### config.mk
export PLATFORM = sky130hd
export DESIGN_NAME = shift_right_serial_flat
export DESIGN_NICKNAME = d
export VERILOG_FILES = /design/src/rtl/shift_right_serial_pkg.sv /design/src/rtl/shift_right_serial_if.sv /design/src/rtl/shift_right_serial_step.sv /design/src/rtl/shift_right_serial.sv /design/src/flat_wrapper.sv
export SDC_FILE = /design/constraint.sdc
export NUM_CORES = 1
export LEC_CHECK = 0
export CAP_MARGIN = 20
export CORE_MARGIN = 2
export CORE_UTILIZATION = 45
export DETAILED_ROUTE_END_ITERATION = 7
export PLACE_DENSITY = 0.87
export SYNTH_ARGS = -nofsm -noshare
export SYNTH_HDL_FRONTEND = slang
export SYNTH_SLANG_ARGS = --single-unit
### constraint.sdc
create_clock -name clk -period 1.5 [get_ports clk]
set_clock_uncertainty 0.15 [all_clocks]
set_input_delay 0.3 -clock clk [delete_from_list [all_inputs] [get_ports clk]]
set_output_delay 0.3 -clock clk [all_outputs]
set_load 0.02 [all_outputs]
### src/rtl/shift_right_serial_pkg.sv
// Shared encodings and defaults for the serial right shifter/rotator.
// Also holds the fill-bit rule so every right-shift datapath agrees on it.
package shift_right_serial_pkg;

    localparam int DEF_WIDTH = 16;
    localparam int DEF_CW    = 4;

    localparam logic [1:0] OP_ROR = 2'b00;
    localparam logic [1:0] OP_SRL = 2'b01;
    localparam logic [1:0] OP_SRA = 2'b10;

    typedef enum logic [1:0] {
        IDLE  = 2'b00,
        SHIFT = 2'b01,
        FIN   = 2'b10
    } state_e;

    // Bit entering at the MSB on a one-position right step; 2'b11 behaves as SRL.
    function automatic logic select_fill(input logic [1:0] op,
                                         input logic       msb,
                                         input logic       lsb);
        logic fill;
        case (op)
            OP_ROR:  fill = lsb;
            OP_SRA:  fill = msb;
            default: fill = 1'b0;
        endcase
        return fill;
    endfunction

endpackage

### src/rtl/shift_right_serial_if.sv
// Request/response bundle between the ALU sequencer and the serial right shifter.
interface shift_right_serial_if
    import shift_right_serial_pkg::*;
#(
    parameter int WIDTH = DEF_WIDTH,
    parameter int CW    = DEF_CW
) ();

    logic             start;
    logic [WIDTH-1:0] in;
    logic [1:0]       opsel;
    logic [CW-1:0]    count;
    logic             busy;
    logic             done;
    logic [WIDTH-1:0] out;

    modport master (
        output start, in, opsel, count,
        input  busy, done, out
    );

    modport slave (
        input  start, in, opsel, count,
        output busy, done, out
    );

endinterface

### src/rtl/shift_right_serial_step.sv
// One-position right step (rotate, logical or arithmetic) of a WIDTH-bit operand.
// Purely combinational so a future barrel shifter can chain several of these.
module shift_right_step
    import shift_right_serial_pkg::*;
#(
    parameter int WIDTH = DEF_WIDTH
) (
    input  logic [WIDTH-1:0] opnd,
    input  logic [1:0]       op,
    output logic [WIDTH-1:0] res
);

    logic fill;

    always_comb begin
        fill = select_fill(op, opnd[WIDTH-1], opnd[0]);
    end

    genvar gi;
    generate
        for (gi = 0; gi < WIDTH - 1; gi++) begin : g_bit
            assign res[gi] = opnd[gi+1];
        end
    endgenerate

    assign res[WIDTH-1] = fill;

endmodule

### src/rtl/shift_right_serial.sv
// Multicycle right shifter/rotator: one bit per cycle under start/busy/done.
// Operands are captured on an accepted start; out only changes when done rises.
module shift_right_serial
    import shift_right_serial_pkg::*;
#(
    parameter int WIDTH = DEF_WIDTH,
    parameter int CW    = DEF_CW
) (
    input  logic                 clk,
    input  logic                 rst,
    shift_right_serial_if.slave  bus
);

    state_e           state_reg, state_next;
    logic [WIDTH-1:0] work_reg,  work_next;
    logic [CW-1:0]    rem_reg,   rem_next;
    logic [1:0]       op_reg,    op_next;
    logic [WIDTH-1:0] out_reg,   out_next;
    logic             done_reg,  done_next;
    logic [WIDTH-1:0] step_res;

    shift_right_step #(
        .WIDTH (WIDTH)
    ) u_step (
        .opnd (work_reg),
        .op   (op_reg),
        .res  (step_res)
    );

    always_ff @(posedge clk or posedge rst) begin
        if (rst) begin
            state_reg <= IDLE;
            work_reg  <= '0;
            rem_reg   <= '0;
            op_reg    <= '0;
            out_reg   <= '0;
            done_reg  <= 1'b0;
        end else begin
            state_reg <= state_next;
            work_reg  <= work_next;
            rem_reg   <= rem_next;
            op_reg    <= op_next;
            out_reg   <= out_next;
            done_reg  <= done_next;
        end
    end

    always_comb begin
        state_next = state_reg;
        work_next  = work_reg;
        rem_next   = rem_reg;
        op_next    = op_reg;
        out_next   = out_reg;
        done_next  = 1'b0;

        case (state_reg)
            IDLE: begin
                if (bus.start) begin
                    work_next  = bus.in;
                    op_next    = bus.opsel;
                    rem_next   = bus.count;
                    state_next = (bus.count != '0) ? SHIFT : FIN;
                end
            end
            SHIFT: begin
                work_next = step_res;
                rem_next  = rem_reg - CW'(1);
                if (rem_reg == CW'(1)) begin
                    state_next = FIN;
                end
            end
            FIN: begin
                // done is registered so it rises on the same edge as out.
                out_next   = work_reg;
                done_next  = 1'b1;
                state_next = IDLE;
            end
            default: begin
                state_next = IDLE;
            end
        endcase
    end

    assign bus.busy = (state_reg != IDLE);
    assign bus.done = done_reg;
    assign bus.out  = out_reg;

endmodule

### src/flat_wrapper.sv
// flat-port wrapper written by rule: the top's interface ports become plain ports
module shift_right_serial_flat import shift_right_serial_pkg::*;
#(
    parameter int WIDTH = DEF_WIDTH,
    parameter int CW    = DEF_CW
)
  (clk, rst, bus_start, bus_in, bus_opsel, bus_count, bus_busy, bus_done, bus_out);
  shift_right_serial_if #(.WIDTH(WIDTH), .CW(CW)) bus_i ();
  input  logic clk;
  input  logic rst;
  input wire logic [$bits(bus_i.start)-1:0] bus_start;
  input wire logic [$bits(bus_i.in)-1:0] bus_in;
  input wire logic [$bits(bus_i.opsel)-1:0] bus_opsel;
  input wire logic [$bits(bus_i.count)-1:0] bus_count;
  output wire logic [$bits(bus_i.busy)-1:0] bus_busy;
  output wire logic [$bits(bus_i.done)-1:0] bus_done;
  output wire logic [$bits(bus_i.out)-1:0] bus_out;
  assign bus_i.start = bus_start;
  assign bus_i.in = bus_in;
  assign bus_i.opsel = bus_opsel;
  assign bus_i.count = bus_count;
  assign bus_busy = bus_i.busy;
  assign bus_done = bus_i.done;
  assign bus_out = bus_i.out;
  shift_right_serial #(.WIDTH(WIDTH), .CW(CW)) u_core (.clk(clk), .rst(rst), .bus(bus_i));
endmodule
# After elaboration in Yosys (flattened, before gate mapping)
# Index checks and enable logic that the tools add are counted.
[word_totals]
reg_bits = 41
[classes]
n_addsub = 1
eq_ne = 7
muxes = 10
reduce_logical = 9
[op_table]
columns = ["cell", "count"]
rows = [
  ["$pmux W16 S2", 1],
  ["$mux W16", 1],
  ["$pmux W4 S2", 1],
  ["$mux W2", 3],
  ["$reduce_and A2 Y1", 3],
  ["$eq A2 B2 Y1 const B", 2],
  ["$eq A4 B1 Y1 const B", 1],
  ["$logic_not A2 Y1", 2],
  ["$mux W4", 1],
  ["$ne A2 B2 Y1 const B", 2],
  ["$pmux W2 S2", 1],
  ["$reduce_bool A2 Y1", 2],
  ["$reduce_bool A4 Y1", 1],
  ["$sub A4 B1 Y4 const B", 1],
  ["$reduce_and A3 Y1", 1],
  ["$eq A2 B1 Y1 const B", 1],
  ["$ne A2 B1 Y1 const B", 1],
  ["$pmux W1 S2", 1],
  ["$mux W1", 1],
]

# Depth between registers and ports, before layout
[logic_depth]
ltp_word = 4
mapped_depth = 5
mapped_depth_nobuf = 5

# Cells and area by module
# From an unflattened synthesis, not the netlist that was laid out.
[hier_totals]
hier_cells = 177
area_unflattened_um2 = 2030.7
[modules_own_cells]
columns = ["module", "instances", "cells_each", "area_each_um2", "seq_area_each_um2"]
rows = [
  ["shift_right_serial", 1, 159, 1896.8, 1026.0],
  ["shift_right_step", 1, 18, 133.9, 0.0],
]

# Least setup slack after synthesis
# Ideal clock, no wire load.
[synth_path]
path_kind = "flip-flop to output port"
startpoint = "register u_core.state_reg[0]"
endpoint = "output bus_busy"
t_arrival_ps = 1161
required_ps = 1050
setup_slack_ps = -111
path_stages_with_launch = 5
path_buffers = 3
cell_sequence = "dfrtp_1 buf_4 buf_4 buf_4 or2_2"
[synth_between]
elab_chain_cells = 1
[synth_lines]
columns = ["element", "line", "rtl"]
rows = [
  ["start, declared", "shift_right_serial.sv:14", "state_e state_reg, state_next;"],
  ["start signal, assigned", "shift_right_serial.sv:39", "state_reg <= state_next;"],
  ["$reduce_bool A2 Y1", "shift_right_serial.sv:84", "assign bus.busy = (state_reg != IDLE);"],
  ["end, declared", "flat_wrapper.sv:15", "output wire logic [$bits(bus_i.busy)-1:0] bus_busy;"],
]
# Every way passes these cells.

# Worst setup path in the final report
[layout_path]
startpoint = "register u_core.state_reg[0]"
endpoint = "register u_core.out_reg[10] (netlist: u_core.bus.out[10])"
[layout_between]
elab_chain_cells = 1
[layout_lines]
columns = ["element", "line", "rtl"]
rows = [
  ["$eq A2 B2 Y1", "shift_right_serial.sv:56", "case (state_reg)"],
  ["end signal, assigned", "shift_right_serial.sv:43", "out_reg <= out_next;"],
  ["end, declared", "shift_right_serial.sv:18", "logic [WIDTH-1:0] out_reg, out_next;"],
]
# Every way passes these cells.
# A chain may end at the register's enable or synchronous reset.

==> flow_metrics.tcl <==
set metrics [dict create \
    io_pins 43 \
    reg2reg_to "u_core.bus.out[10]" \
    synth_top_area_share_pct 52.2 \
    setup_violations 19 \
    ys_seq_elements 41 \
    synthTopCellsByArea "dfrtp_1, mux2_4, and3b_1" \
    htree_num_levels 2 \
    detail-route-antenna-nets 0 \
    dp_hpwl_mm 2.99 \
    antenna_cells 0 \
    dr.first_iter.drc_count 93 \
    portBuffers 42 \
    yosysTopAreaCell "dfrtp_1" \
    crit_end "u_core.bus.out[10]" \
    crit_type "flip-flop to flip-flop" \
    cp_slowest_cell "dfrtp_1" \
    synth_warnings 0 \
    powerDensity_mw_per_mm2 1750 \
    antenna_found_initial 0 \
    cts_num_sinks 41 \
    syn_inst 173 \
    worstSkewPairLatency_ns 0.29 \
    startpoint "u_core.state_reg[0]" \
    rsz0062_at_grt "yes" \
    synthMostInstantiatedCell "dfrtp_1" \
    avgSynthCellArea_um2 11.4 \
    grt_pass1_vias 1518 \
    clock_path_buffers 2 \
    start_kind "flip-flop" \
    netlist_area_mm2 0.00196 \
    grt_overflow 0 \
    dp_slack_ns -0.339 \
    core_area_mm2 0.00426 \
    crit_top_cell "buf_6" \
    cts_made_buffers 5 \
    synth_nets 200 \
    synth_common_cells "dfrtp_1, a21oi_1, and3b_1, nand2_1, o21ai_0" \
    fillers 320 \
    final.min_clock_period_ns 1.58 \
    synth_cell_types 35 \
    reg2reg_from "u_core.state_reg[0]" \
    end_kind "flip-flop" \
    avgRoutedWirePerCell_um 15.8 \
    die_h_um 70.1 \
    fmax_mhz 635 \
    ir_worst_vdd_mv 0.922 \
    rows 24 \
    wl_mm 4.56 \
    ys_seq_area_share_pct 52.2 \
    syn_to_final_growth_pct 43.2 \
    drive_gt1_share_pct 27.0 \
    leakagePower_nw 1.40 \
    critPathMaxFanout 6 \
    ctsRootBufferMaster "clkbuf_8" \
    final_hold_viol_count 0 \
    max_slew.worst_pin.slew_ns 0.368 \
    rr_worst_depth 4 \
    fin_nets 263 \
    crit_required_ns 1.53 \
    worstHoldPathType "primary input to async pin" \
    start_util_pct 46.1 \
    synth-edff-count 0 \
    via_per_inst 5.34 \
    grt_pass1_wl_mm 7.18 \
    dieArea_mm2 0.00491 \
    drc 0 \
    maxCapViolations 0 \
    slew_headroom_pct 75.2 \
    drtPass1Iterations 4 \
    fin_util_pct 66.0 \
    place_congestion 0.813 \
    die_w_um 70.1 \
    cp_data_arrival_time_ns 1.61 \
    track_usage_pct 19.0 \
    reg2reg_slack_ns -0.08 \
    status "finished with violations" \
    slowest_delay_ns 0.40 \
    cp_cell_sequence "buf_6 -> and2b_2 -> buf_6 -> mux2_4" \
    tritoncts "yes" \
    fin_crit_sh_pct 105 \
    slew_violations 0 \
    vias 1544 \
    grt_max_degree 42 \
    ys.flop_type "dfrtp_1" \
    async_flop_share_pct 100 \
    violations "negative setup slack" \
    cts.clk_slew.worst_paths_ns 0.08 \
    setup_ws_ns -0.0759 \
]
## final cells by class
class / count / area (um^2) / share of cell area, %
Clock inverter: 1 / 5.00 / 0.178
Tap cell: 52 / 65.1 / 2.31
Timing Repair Buffer: 68 / 692 / 24.6
Clock buffer: 7 / 96.3 / 3.42
Multi-Input combinational cell: 112 / 900 / 32.0
Sequential cell: 41 / 1030 / 36.5
Inverter: 8 / 30.0 / 1.07
## how the worst min path moves through the flow
stage | cells past startpoint | endpoint | slack (ns)
2_1_floorplan | 1 | u_core.op_reg[0] | 0.30
5_1_grt | 3 | u_core.bus.out[6] | 0.25
6_report | 3 | u_core.bus.out[6] | 0.21
3_3_place_gp | 2 | u_core.work_reg[10] | 0.34
4_1_cts | 3 | u_core.work_reg[14] | 0.22
3_5_place_dp | 2 | u_core.work_reg[5] | 0.35
## logic make-up after synthesis
kind of cell	synth area share, %
AOI/OAI and AO/OA	15.4
and+or+nand+nor	13.4
DFF	52.2
buffers and inverters	5.67
muxes	12.0
adders and majority gates	1.27
## placed cells by master, fill, tap and decap left out, types with 2 or more instances in the layout
cell | synthesis | layout
a21oi_1 | 22 | 20
a21oi_2 | 0 | 2
a31oi_1 | 2 | 2
and2b_2 | 0 | 2
and3b_1 | 15 | 15
buf_12 | 0 | 3
buf_4 | 3 | 13
buf_6 | 1 | 9
clkbuf_8 | 0 | 7
clkdlybuf4s50_1 | 0 | 23
dfrtp_1 | 41 | 41
dlygate4sd2_1 | 0 | 16
ha_1 | 2 | 2
inv_1 | 8 | 8
mux2_4 | 9 | 18
nand2_1 | 15 | 14
nor2_1 | 2 | 2
o21ai_0 | 15 | 14
o21ai_1 | 1 | 2
## worst max-delay path, delay by kind of cell (launching register included)
family	cells	cell delay [ns]
buf+inv	2	0.31
flops	1	0.40
simple gates	1	0.29
mux	1	0.31
## power breakdown
group | switching [W] | internal [W]
sequential | 0.000321 | 0.00154
clock | 0.000387 | 0.000416
combinational | 0.00104 | 0.00122
## what timing repair did
item / CTS / global route
pin swaps: 1 / 2
gates resized for setup: 45 / 11
setup buffers: 7 / 1
cloned: 0 / 1
endpoints found under the hold margin: 0 / 0
setup endpoints to repair: 52 / 39
hold buffers: 0 / 0
## metal layers
metal,share of wire (%),vias to the layer above,track usage (%)
met5,0,-,0
met4,1.5,0,7.05
met3,4.4,7,5.05
met2,51,40,31.6
met1,43,757,23.6
li1,-,740,-
## per-stage QoR
step | power [W] | cell area [um^2] | instances | TNS, ns | hold WS [ns]
after floorplan | 0.00316 | 1980 | 173 | 0 | 0.302
after global placement | 0.00376 | 2540 | 273 | -4.24 | 0.337
after detailed placement | 0.00386 | 2540 | 273 | -6.29 | 0.350
after CTS | 0.00484 | 2760 | 288 | -1.78 | 0.223
after global routing | 0.00520 | 2810 | 289 | -1.71 | 0.255
final | 0.00492 | 2810 | 289 | -0.963 | 0.214
Power figures use the tool's default switching activity.
